$ cat config.mk
export PLATFORM = sky130hd
export DESIGN_NAME = combo_lock_fsm
export DESIGN_NICKNAME = d
export VERILOG_FILES = /design/src/rtl/lock_pkg.sv /design/src/rtl/btn_edge.sv /design/src/rtl/combo_lock_fsm.sv
export SDC_FILE = /design/constraint.sdc
export NUM_CORES = 1
export LEC_CHECK = 0
export ABC_AREA = 1
export CORE_MARGIN = 2
export CORE_UTILIZATION = 30
export CTS_CLUSTER_DIAMETER = 30
export DETAILED_ROUTE_END_ITERATION = 6
export GPL_TIMING_DRIVEN = 0
export PLACE_DENSITY_LB_ADDON = 0.15
export SETUP_SLACK_MARGIN = 0.02
export SYNTH_ARGS = -nofsm -noshare
export SYNTH_HDL_FRONTEND = slang
export SYNTH_SLANG_ARGS = --single-unit
$ cat constraint.sdc
create_clock -name clk -period 1.9 [get_ports clk]
set_clock_uncertainty 0.15 [all_clocks]
set_input_delay 0.475 -clock clk [delete_from_list [all_inputs] [get_ports clk]]
set_output_delay 0.475 -clock clk [all_outputs]
set_load 0.005 [all_outputs]
$ cat src/rtl/lock_pkg.sv
// Shared encodings for the combination lock and its display decoder.
// State codes are part of the 3-bit interface to the decoder.
package lock_pkg;
  localparam int CODE_W = 4;

  localparam logic [2:0] ST_LOCKED = 3'b000;
  localparam logic [2:0] ST_RETRY  = 3'b001;
  localparam logic [2:0] ST_ALARM  = 3'b010;
  localparam logic [2:0] ST_NEW_PW = 3'b011;
  localparam logic [2:0] ST_OPEN   = 3'b100;
endpackage

$ cat src/rtl/btn_edge.sv
// Two-flop synchroniser followed by a rising-edge one-cycle pulse.
// All flops clear on asynchronous active-low reset.
module btn_edge (
  input  logic clk,
  input  logic resetn,
  input  logic i_btn,
  output logic o_pulse
);
  logic r_sync1;
  logic r_sync2;
  logic r_prev;

  always_ff @(posedge clk or negedge resetn) begin
    if (!resetn) begin
      r_sync1 <= 1'b0;
      r_sync2 <= 1'b0;
      r_prev  <= 1'b0;
    end else begin
      r_sync1 <= i_btn;
      r_sync2 <= r_sync1;
      r_prev  <= r_sync2;
    end
  end

  assign o_pulse = r_sync2 & ~r_prev;
endmodule

$ cat src/rtl/combo_lock_fsm.sv
// Combination lock state machine driving the 3-bit display state code.
// Optional OPEN auto-relock timer enabled by defining AUTO_RELOCK_EN.
module combo_lock_fsm
  import lock_pkg::*;
#(
  parameter int                CODE_W       = lock_pkg::CODE_W,
  parameter logic [CODE_W-1:0] DEFAULT_PW   = 4'b1010,
  parameter logic [CODE_W-1:0] MASTER_PW    = 4'b1111,
  parameter int                MAX_TRIES    = 3,
  parameter int                OPEN_TIMEOUT = 1000
) (
  input  logic              clk,
  input  logic              resetn,
  input  logic [CODE_W-1:0] code_in,
  input  logic              enter_btn,
  input  logic              change_btn,
  input  logic              lock_btn,
  output logic [2:0]        state,
  output logic              unlocked,
  output logic              alarm,
  output logic [2:0]        fail_cnt
);
  logic w_enter;
  logic w_change;
  logic w_lock;
  logic w_timeout;

  logic [2:0]        r_state;
  logic [2:0]        w_state_nxt;
  logic [CODE_W-1:0] r_pw;
  logic [CODE_W-1:0] w_pw_nxt;
  logic [2:0]        r_fail;
  logic [2:0]        w_fail_nxt;
  logic [2:0]        w_fail_inc;

  btn_edge u_enter (
    .clk    (clk),
    .resetn (resetn),
    .i_btn  (enter_btn),
    .o_pulse(w_enter)
  );

  btn_edge u_change (
    .clk    (clk),
    .resetn (resetn),
    .i_btn  (change_btn),
    .o_pulse(w_change)
  );

  btn_edge u_lock (
    .clk    (clk),
    .resetn (resetn),
    .i_btn  (lock_btn),
    .o_pulse(w_lock)
  );

`ifdef AUTO_RELOCK_EN
  localparam int TW = $clog2(OPEN_TIMEOUT + 1);
  logic [TW-1:0] r_timer;

  // Zero whenever not OPEN, so every entry into OPEN starts from 0.
  always_ff @(posedge clk or negedge resetn) begin
    if (!resetn) begin
      r_timer <= '0;
    end else if (r_state != ST_OPEN) begin
      r_timer <= '0;
    end else begin
      r_timer <= r_timer + 1'b1;
    end
  end

  assign w_timeout = (r_state == ST_OPEN) &&
                     (r_timer == TW'(OPEN_TIMEOUT - 1));
`else
  assign w_timeout = 1'b0;
`endif

  always_ff @(posedge clk or negedge resetn) begin
    if (!resetn) begin
      r_state <= ST_LOCKED;
      r_pw    <= DEFAULT_PW;
      r_fail  <= 3'd0;
    end else begin
      r_state <= w_state_nxt;
      r_pw    <= w_pw_nxt;
      r_fail  <= w_fail_nxt;
    end
  end

  assign w_fail_inc = r_fail + 3'd1;

  always_comb begin
    w_state_nxt = r_state;
    w_pw_nxt    = r_pw;
    w_fail_nxt  = r_fail;
    unique case (r_state)
      ST_LOCKED, ST_RETRY: begin
        if (w_enter) begin
          if (code_in == r_pw) begin
            w_state_nxt = ST_OPEN;
            w_fail_nxt  = 3'd0;
          end else begin
            w_fail_nxt  = w_fail_inc;
            w_state_nxt = (w_fail_inc == 3'(MAX_TRIES)) ?
                          ST_ALARM : ST_RETRY;
          end
        end
      end
      ST_OPEN: begin
        if (w_lock || w_timeout) begin
          w_state_nxt = ST_LOCKED;
        end else if (w_change) begin
          w_state_nxt = ST_NEW_PW;
        end
      end
      ST_NEW_PW: begin
        if (w_lock) begin
          w_state_nxt = ST_LOCKED;
        end else if (w_enter) begin
          w_pw_nxt    = code_in;
          w_state_nxt = ST_OPEN;
        end
      end
      ST_ALARM: begin
        if (w_enter && (code_in == MASTER_PW)) begin
          w_state_nxt = ST_LOCKED;
          w_fail_nxt  = 3'd0;
        end
      end
      default: begin
        w_state_nxt = ST_LOCKED;
        w_fail_nxt  = 3'd0;
      end
    endcase
  end

  always_comb begin
    state    = r_state;
    unlocked = (r_state == ST_OPEN);
    alarm    = (r_state == ST_ALARM);
    fail_cnt = r_fail;
  end
endmodule

==> metrics.cfg, run 1 <==
[run_status]
outcome = completed

[sta]
tightest_slew_ns = 0.860
slew_violations = 0
fin_crit_sh_pct = 95.3
setup_viol = 0
grt_setup_unrepaired = yes
hold_violations = 0
timing.fmax_mhz = 552
hold-worst-slack_ns = 0.206
fin_crit_ns = 1.81
max_slew_margin_pct = 42.5

[die]
die-height_microns = 59.9
dieArea_sq_mm = 0.00358
fp.dieW_microns = 59.9
fp.coreArea_sq_mm = 0.00300
start_util_pct = 31.2
ios = 17
rows = 20

[clock_network]
cts_root_buffer = clkbuf_4
htreeDepth = 1
cts_tree = yes
clock_path_buffers = 2
clkTransAtPathRegs_ns = 0.11
cts-hold-fix-buffers = 0
numCtsBuffers = 3
cts_sinks = 19
clk_latency_ns = 0.30

[routing]
ant_nets = 0
wl_microns = 1800
drt_first_pass_iters = 4
num_vias = 816
viasPerCell = 4.41
wire_per_inst_microns = 9.72
drt_iter0_markers = 28
post-route-drc-count = 0

[layout]
mostFrequentLayoutCells = nand2_1 (49), inv_1 (16), dfrtp_1 (16), clkdlybuf4s50_1 (10), buf_4 (10)
layout_commonest_cell = nand2_1
drive_gt1_share_pct = 21.7
diodes = 0
finalNetCount = 164
syn_to_final_growth_pct = 33.8
layoutNonFillerInstCount = 185
fillers = 312

[placement]
gp_congestion = 0.859
dp_cells = 170
dp_hpwl_microns = 1280
port_buffers = 16

[synthesis]
synth-seq-cells = 19
synth.mux.area_fraction_pct = 0
synth_top_area_share_pct = 45.5
seq_area_frac_synth_pct = 51.1
synthesis.area_sq_um = 936
synthAdderAreaFrac_pct = 2.67
synth_compound_area_share_pct = 6.82
netlist_instances = 121
synth_top_family_by_area = simple AND/OR/NAND/NOR gates
synthesis.nets = 132
synth_xor_area_share_pct = 0
syn_avg_cell_area_sq_um = 7.73
synth.distinct_cells = 17
synth_area_leader_cell = dfrtp_1
synth-simple-area-share_pct = 31.4
yosys_warnings = 0
yosys-top-cells-area = dfrtp_1 (45%), nand2_1 (20%), inv_1 (6.8%)

[worst_hold_path]
min_path_type = reg -> reg

[worst_setup_path]
cp-start-kind = flip-flop
critical_path_arrival_ns = 1.19
crit_family = buffers and inverters
path_class = reg -> out
crit_required_ns = 1.27
cp_cell_sequence = clkdlybuf4s50_1
endpoint_kind = output pin
path_max_fanout = 3
reg2reg_slack_ns = 0.33
slowest_stage = clkdlybuf4s50_1
cpPeakStageDelay_ns = 0.50
crit_buf_inv = 1

[grt]
antenna_found_initial = 0
grt_start_max_net_pins = 20
grt-ovfl-total = 0
grt_use_total_pct = 11.9
grt_pass1_wl_microns = 3150
first_global_vias = 760

[pwr]
p_int_mw = 0.994
power_frac_comb_pct = 51.8
powerDensity_mw_per_mm2 = 1310
p_switching_mw = 0.651
ir_drop_mv = 0.566
power.share.sequential_pct = 35.3
clkPwrFrac_pct = 12.9
power.leakage_nw = 0.673
switching_share_pct = 39.6

[flow_run]
cap_viol_max_count = 0

-- cell families after synthesis --
logic type                 after synthesis
and+or+nand+nor                         68
AOI/OAI and AO/OA                       12
DFF                                     19
buffers and inverters                   20
adders and majority gates                2
-- layout make-up --
type / count / area [sq um] / share of cell area, %
Inverter: 20 / 75.1 / 5.99
Tap cell: 33 / 41.3 / 3.30
Timing Repair Buffer: 27 / 235 / 18.8
Clock inverter: 1 / 7.51 / 0.599
Clock buffer: 3 / 22.5 / 1.80
Sequential cell: 19 / 479 / 38.3
Multi-Input combinational cell: 82 / 392 / 31.3
-- power by group through the flow --
stage	clock network, mW	logic [mW]	registers [mW]
4_1_cts	0.227	0.823	0.583
2_1_floorplan	0	0.465	0.611
3_5_place_dp	0	0.704	0.620
5_1_grt	0.248	0.984	0.592
3_3_place_gp	0	0.696	0.617
6_report	0.212	0.852	0.581
-- through the flow --
step           TNS (ns)  power [mW]  cell area [sq um]  util, %  worst slack [ns]
3_5_place_dp     -0.203        1.32               1140     37.9           -0.0901
2_1_floorplan         0        1.08                936        -             0.595
5_1_grt               0        1.82               1250     41.7           0.00327
3_3_place_gp     -0.152        1.31               1140     37.9           -0.0690
4_1_cts               0        1.63               1230     40.8            0.0281
6_report              0        1.64               1250     41.7            0.0889
-- Yosys cell counts (all sizes together) --
| cell type | instances |
|---|---|
| nand2 | 51 |
| inv | 20 |
| dfrtp | 17 |
| nor2 | 12 |
| o21ai | 11 |
| nand3 | 4 |
| dfstp | 2 |
| ha | 2 |
| a21oi | 1 |
| nor3 | 1 |
-- path summary, 6_finish.rpt --
| kind | end | cells past startpoint | start |
|---|---|---|---|
| hold / removal | u_lock.r_sync2 | 0 | u_lock.r_sync1 |
| max in group asynchronous | state[2] | 1 | resetn |
| setup / recovery | fail_cnt[2] | 1 | fail_cnt[2] |
| setup reg to reg | state[0] | 10 | state[2] |
| hold reg to reg | u_lock.r_sync2 | 0 | u_lock.r_sync1 |
| min in group asynchronous | r_pw[0] | 1 | resetn |
-- sequential cells by signal, indices dropped and copies added, names as in the netlist --
signal	count
u_enter.r_prev	1
fail_cnt	3
u_enter.r_sync1	1
u_change.r_sync1	1
u_lock.r_prev	1
r_pw	4
u_change.r_sync2	1
u_lock.r_sync1	1
u_enter.r_sync2	1
u_lock.r_sync2	1
u_change.r_prev	1
state	3
-- routing by layer --
layer / vias up / part of all wire [%] / track usage (%)
met5: - / 0 / 0
li1: 425 / - / -
met4: 0 / 3.3 / 4.76
met3: 6 / 4.7 / 4.55
met2: 17 / 48 / 19.7
met1: 368 / 43 / 13.7
-- what timing repair did --
item	CTS	global route
pin swaps	1	1
gates resized for setup	15	2
setup endpoints to repair	6	4
setup buffers	7	4
Power figures use the tool's default switching activity.
==> run 2: changes to the inputs <==
--- a/config.mk
+++ b/config.mk
@@ -13,6 +13,7 @@
 export GPL_TIMING_DRIVEN = 0
 export PLACE_DENSITY_LB_ADDON = 0.15
 export SETUP_SLACK_MARGIN = 0.02
+export SLEW_MARGIN = 30
 export SYNTH_ARGS = -nofsm -noshare
 export SYNTH_HDL_FRONTEND = slang
 export SYNTH_SLANG_ARGS = --single-unit
==> run 2 against run 1 <==
  * Setup slack about the same
  * Wire length increased by 0.11%
  * Maximum frequency about the same
  * Critical path depth unchanged
  * Die area unchanged
  * Cell area increased by 0.40%
  * Critical path type unchanged
  * Critical endpoint unchanged
==> metrics.cfg, run 2 (same netlist as run 1, synthesis figures left out) <==
[worst_setup_path]
slowest_stage = clkdlybuf4s50_1  ; unchanged
crit_buf_inv = 1  ; unchanged
cp-startpoint = fail_cnt[2]  ; unchanged
cp-start-kind = flip-flop  ; unchanged
r2r_end = state[0]  ; unchanged
path_class = reg -> out  ; unchanged
cp_cell_sequence = clkdlybuf4s50_1  ; unchanged
endpoint_kind = output pin  ; unchanged
critical_path_arrival_ns = 1.19  ; about the same
cpPeakStageDelay_ns = 0.50  ; about the same
r2r.worst_path.cells = 10  ; unchanged
crit_required_ns = 1.27  ; about the same
reg2reg_slack_ns = 0.33  ; about the same
reg2reg_from = state[2]  ; unchanged
path_max_fanout = 3  ; unchanged
crit_family = buffers and inverters  ; unchanged

[sta]
setup_viol = 0  ; unchanged
fin_ws_ns = 0.0889  ; about the same
hold-worst-slack_ns = 0.206  ; unchanged
fin_crit_sh_pct = 95.3  ; about the same
timing.fmax_mhz = 552  ; about the same
tightest_slew_ns = 0.432  ; was 0.860 ns
finalSetupTns_ns = 0  ; unchanged
max_slew_margin_pct = 71.2  ; was 42.5%
hold_violations = 0  ; unchanged
fin_crit_ns = 1.81  ; about the same
grt_setup_unrepaired = yes  ; unchanged
slew_violations = 0  ; unchanged

[pwr]
switching_share_pct = 39.6  ; about the same
p_int_mw = 0.994  ; about the same
power_frac_comb_pct = 51.8  ; about the same
p_switching_mw = 0.651  ; about the same
clkPwrFrac_pct = 12.9  ; about the same
power.leakage_nw = 0.677  ; was 0.673 nW
ir_drop_mv = 0.566  ; about the same
powerDensity_mw_per_mm2 = 1310  ; about the same
power.share.sequential_pct = 35.3  ; about the same

[layout]
mostFrequentLayoutCells = nand2_1 (49), inv_1 (16), dfrtp_1 (16), buf_4 (10), clkdlybuf4s50_1 (9)  ; was nand2_1 (49), inv_1 (16), dfrtp_1 (16), clkdlybuf4s50_1 (10), buf_4 (10)
drive_gt1_share_pct = 22.2  ; was 21.7%
fin_util_pct = 41.9  ; was 41.7%
diodes = 0  ; unchanged
largest_reg_flops = 4  ; unchanged
finalNetCount = 165  ; was 164
largest_register = r_pw  ; unchanged
layoutNonFillerInstCount = 186  ; was 185
layout_commonest_cell = nand2_1  ; unchanged
syn_to_final_growth_pct = 34.4  ; was 33.8%

[clock_network]
cts_tree = yes  ; unchanged
clock_path_buffers = 2  ; unchanged
clk_latency_ns = 0.30  ; about the same
numCtsBuffers = 3  ; unchanged
clkTransAtPathRegs_ns = 0.11  ; about the same
cts_sinks = 19  ; unchanged
cts_root_buffer = clkbuf_4  ; unchanged
htreeDepth = 1  ; unchanged

[die]
die-height_microns = 59.9  ; unchanged
ios = 17  ; unchanged
fp.coreArea_sq_mm = 0.00300  ; unchanged
dieArea_sq_mm = 0.00358  ; unchanged
start_util_pct = 31.2  ; unchanged
fp.dieW_microns = 59.9  ; unchanged
rows = 20  ; unchanged

[placement]
preCtsSetupSlack_ns = -0.0901  ; unchanged
dp_cells = 170  ; unchanged
dp_hpwl_microns = 1280  ; unchanged
port_buffers = 16  ; unchanged
gp_congestion = 0.859  ; unchanged

[routing]
drt_first_pass_iters = 4  ; unchanged
wire_per_inst_microns = 9.68  ; was 9.72 microns
drt_iter0_markers = 28  ; unchanged
ant_nets = 0  ; unchanged
wl_microns = 1800  ; about the same
viasPerCell = 4.40  ; was 4.41
num_vias = 818  ; was 816
post-route-drc-count = 0  ; unchanged

[grt]
grt_pass1_wl_microns = 3150  ; unchanged
antenna_found_initial = 0  ; unchanged
first_global_vias = 760  ; unchanged
grt_use_total_pct = 11.9  ; unchanged
grt-ovfl-total = 0  ; unchanged
grt_start_max_net_pins = 20  ; unchanged

[worst_hold_path]
worstHoldStart = u_lock.r_sync1  ; unchanged
min_path_type = reg -> reg  ; unchanged
hold_path_depth = 0  ; unchanged
hold_end = u_lock.r_sync2  ; unchanged

[flow_run]
cap_viol_max_count = 0  ; unchanged

[run_status]
outcome = completed  ; unchanged

==> run 2: timing repair <==
| item | 4_1_cts | 5_1_grt |
|---|---|---|
| buffers inserted | 7 | 4 |
| endpoints found under the setup margin | 6 | 4 |
| hold endpoints to repair | 0 | 17 |
| pin swaps | 1 | 1 |
| hold buffers | 0 | 1 |
| gates resized for setup | 15 | 2 |
==> run 2: how the worst max path moves through the flow <==
stage	endpoint	slack (ns)	cells past startpoint
after detailed placement	state[0]	-0.09	10
after global placement	state[0]	-0.07	10
after CTS	alarm	0.03	3
after global routing	fail_cnt[2]	0.003	1
after floorplan	unlocked	0.60	3
final	fail_cnt[2]	0.09	1
==> run 2: layout make-up <==
cell class	count	area, sq um
clock buffers	3	22.5
clock inverters	1	7.51
fillers	311	1750
inverters	20	75.1
multi-input cells	82	392
flip-flops and latches	19	479
well taps	33	41.3
repair buffers	28	240
==> run 2: metrics by stage <==
step / power [mW] / instance area, sq um
floorplan: 1.08 / 936
global placement: 1.31 / 1140
detailed placement: 1.32 / 1140
CTS: 1.63 / 1230
global route: 1.83 / 1260
finish: 1.65 / 1260
==> run 2: power by group through the flow <==
stage | logic [mW] | registers (mW) | clock network, mW
global placement | 0.696 | 0.617 | 0
detailed placement | 0.704 | 0.620 | 0
finish | 0.852 | 0.581 | 0.212
floorplan | 0.465 | 0.611 | 0
global route | 0.985 | 0.592 | 0.248
CTS | 0.823 | 0.583 | 0.227
==> run 2: worst register-to-register path, cell delays in order (launching register included) <==
cell and delay [ns]:
dfrtp_2 0.44, buf_4 0.14, inv_2 0.06, nor2_4 0.04, buf_4 0.12, buf_4 0.13
nand3_2 0.06, nand2_1 0.08, nor2_2 0.14, nand2_1 0.08, nand2_1 0.06
==> run 2: per-layer routing <==
metal / track usage (%) / up-vias / part of all wire (%)
met5: 0 / - / 0
met1: 13.7 / 368 / 44
met3: 4.55 / 6 / 4.6
met4: 4.76 / 0 / 3.3
li1: - / 427 / -
met2: 19.7 / 17 / 48
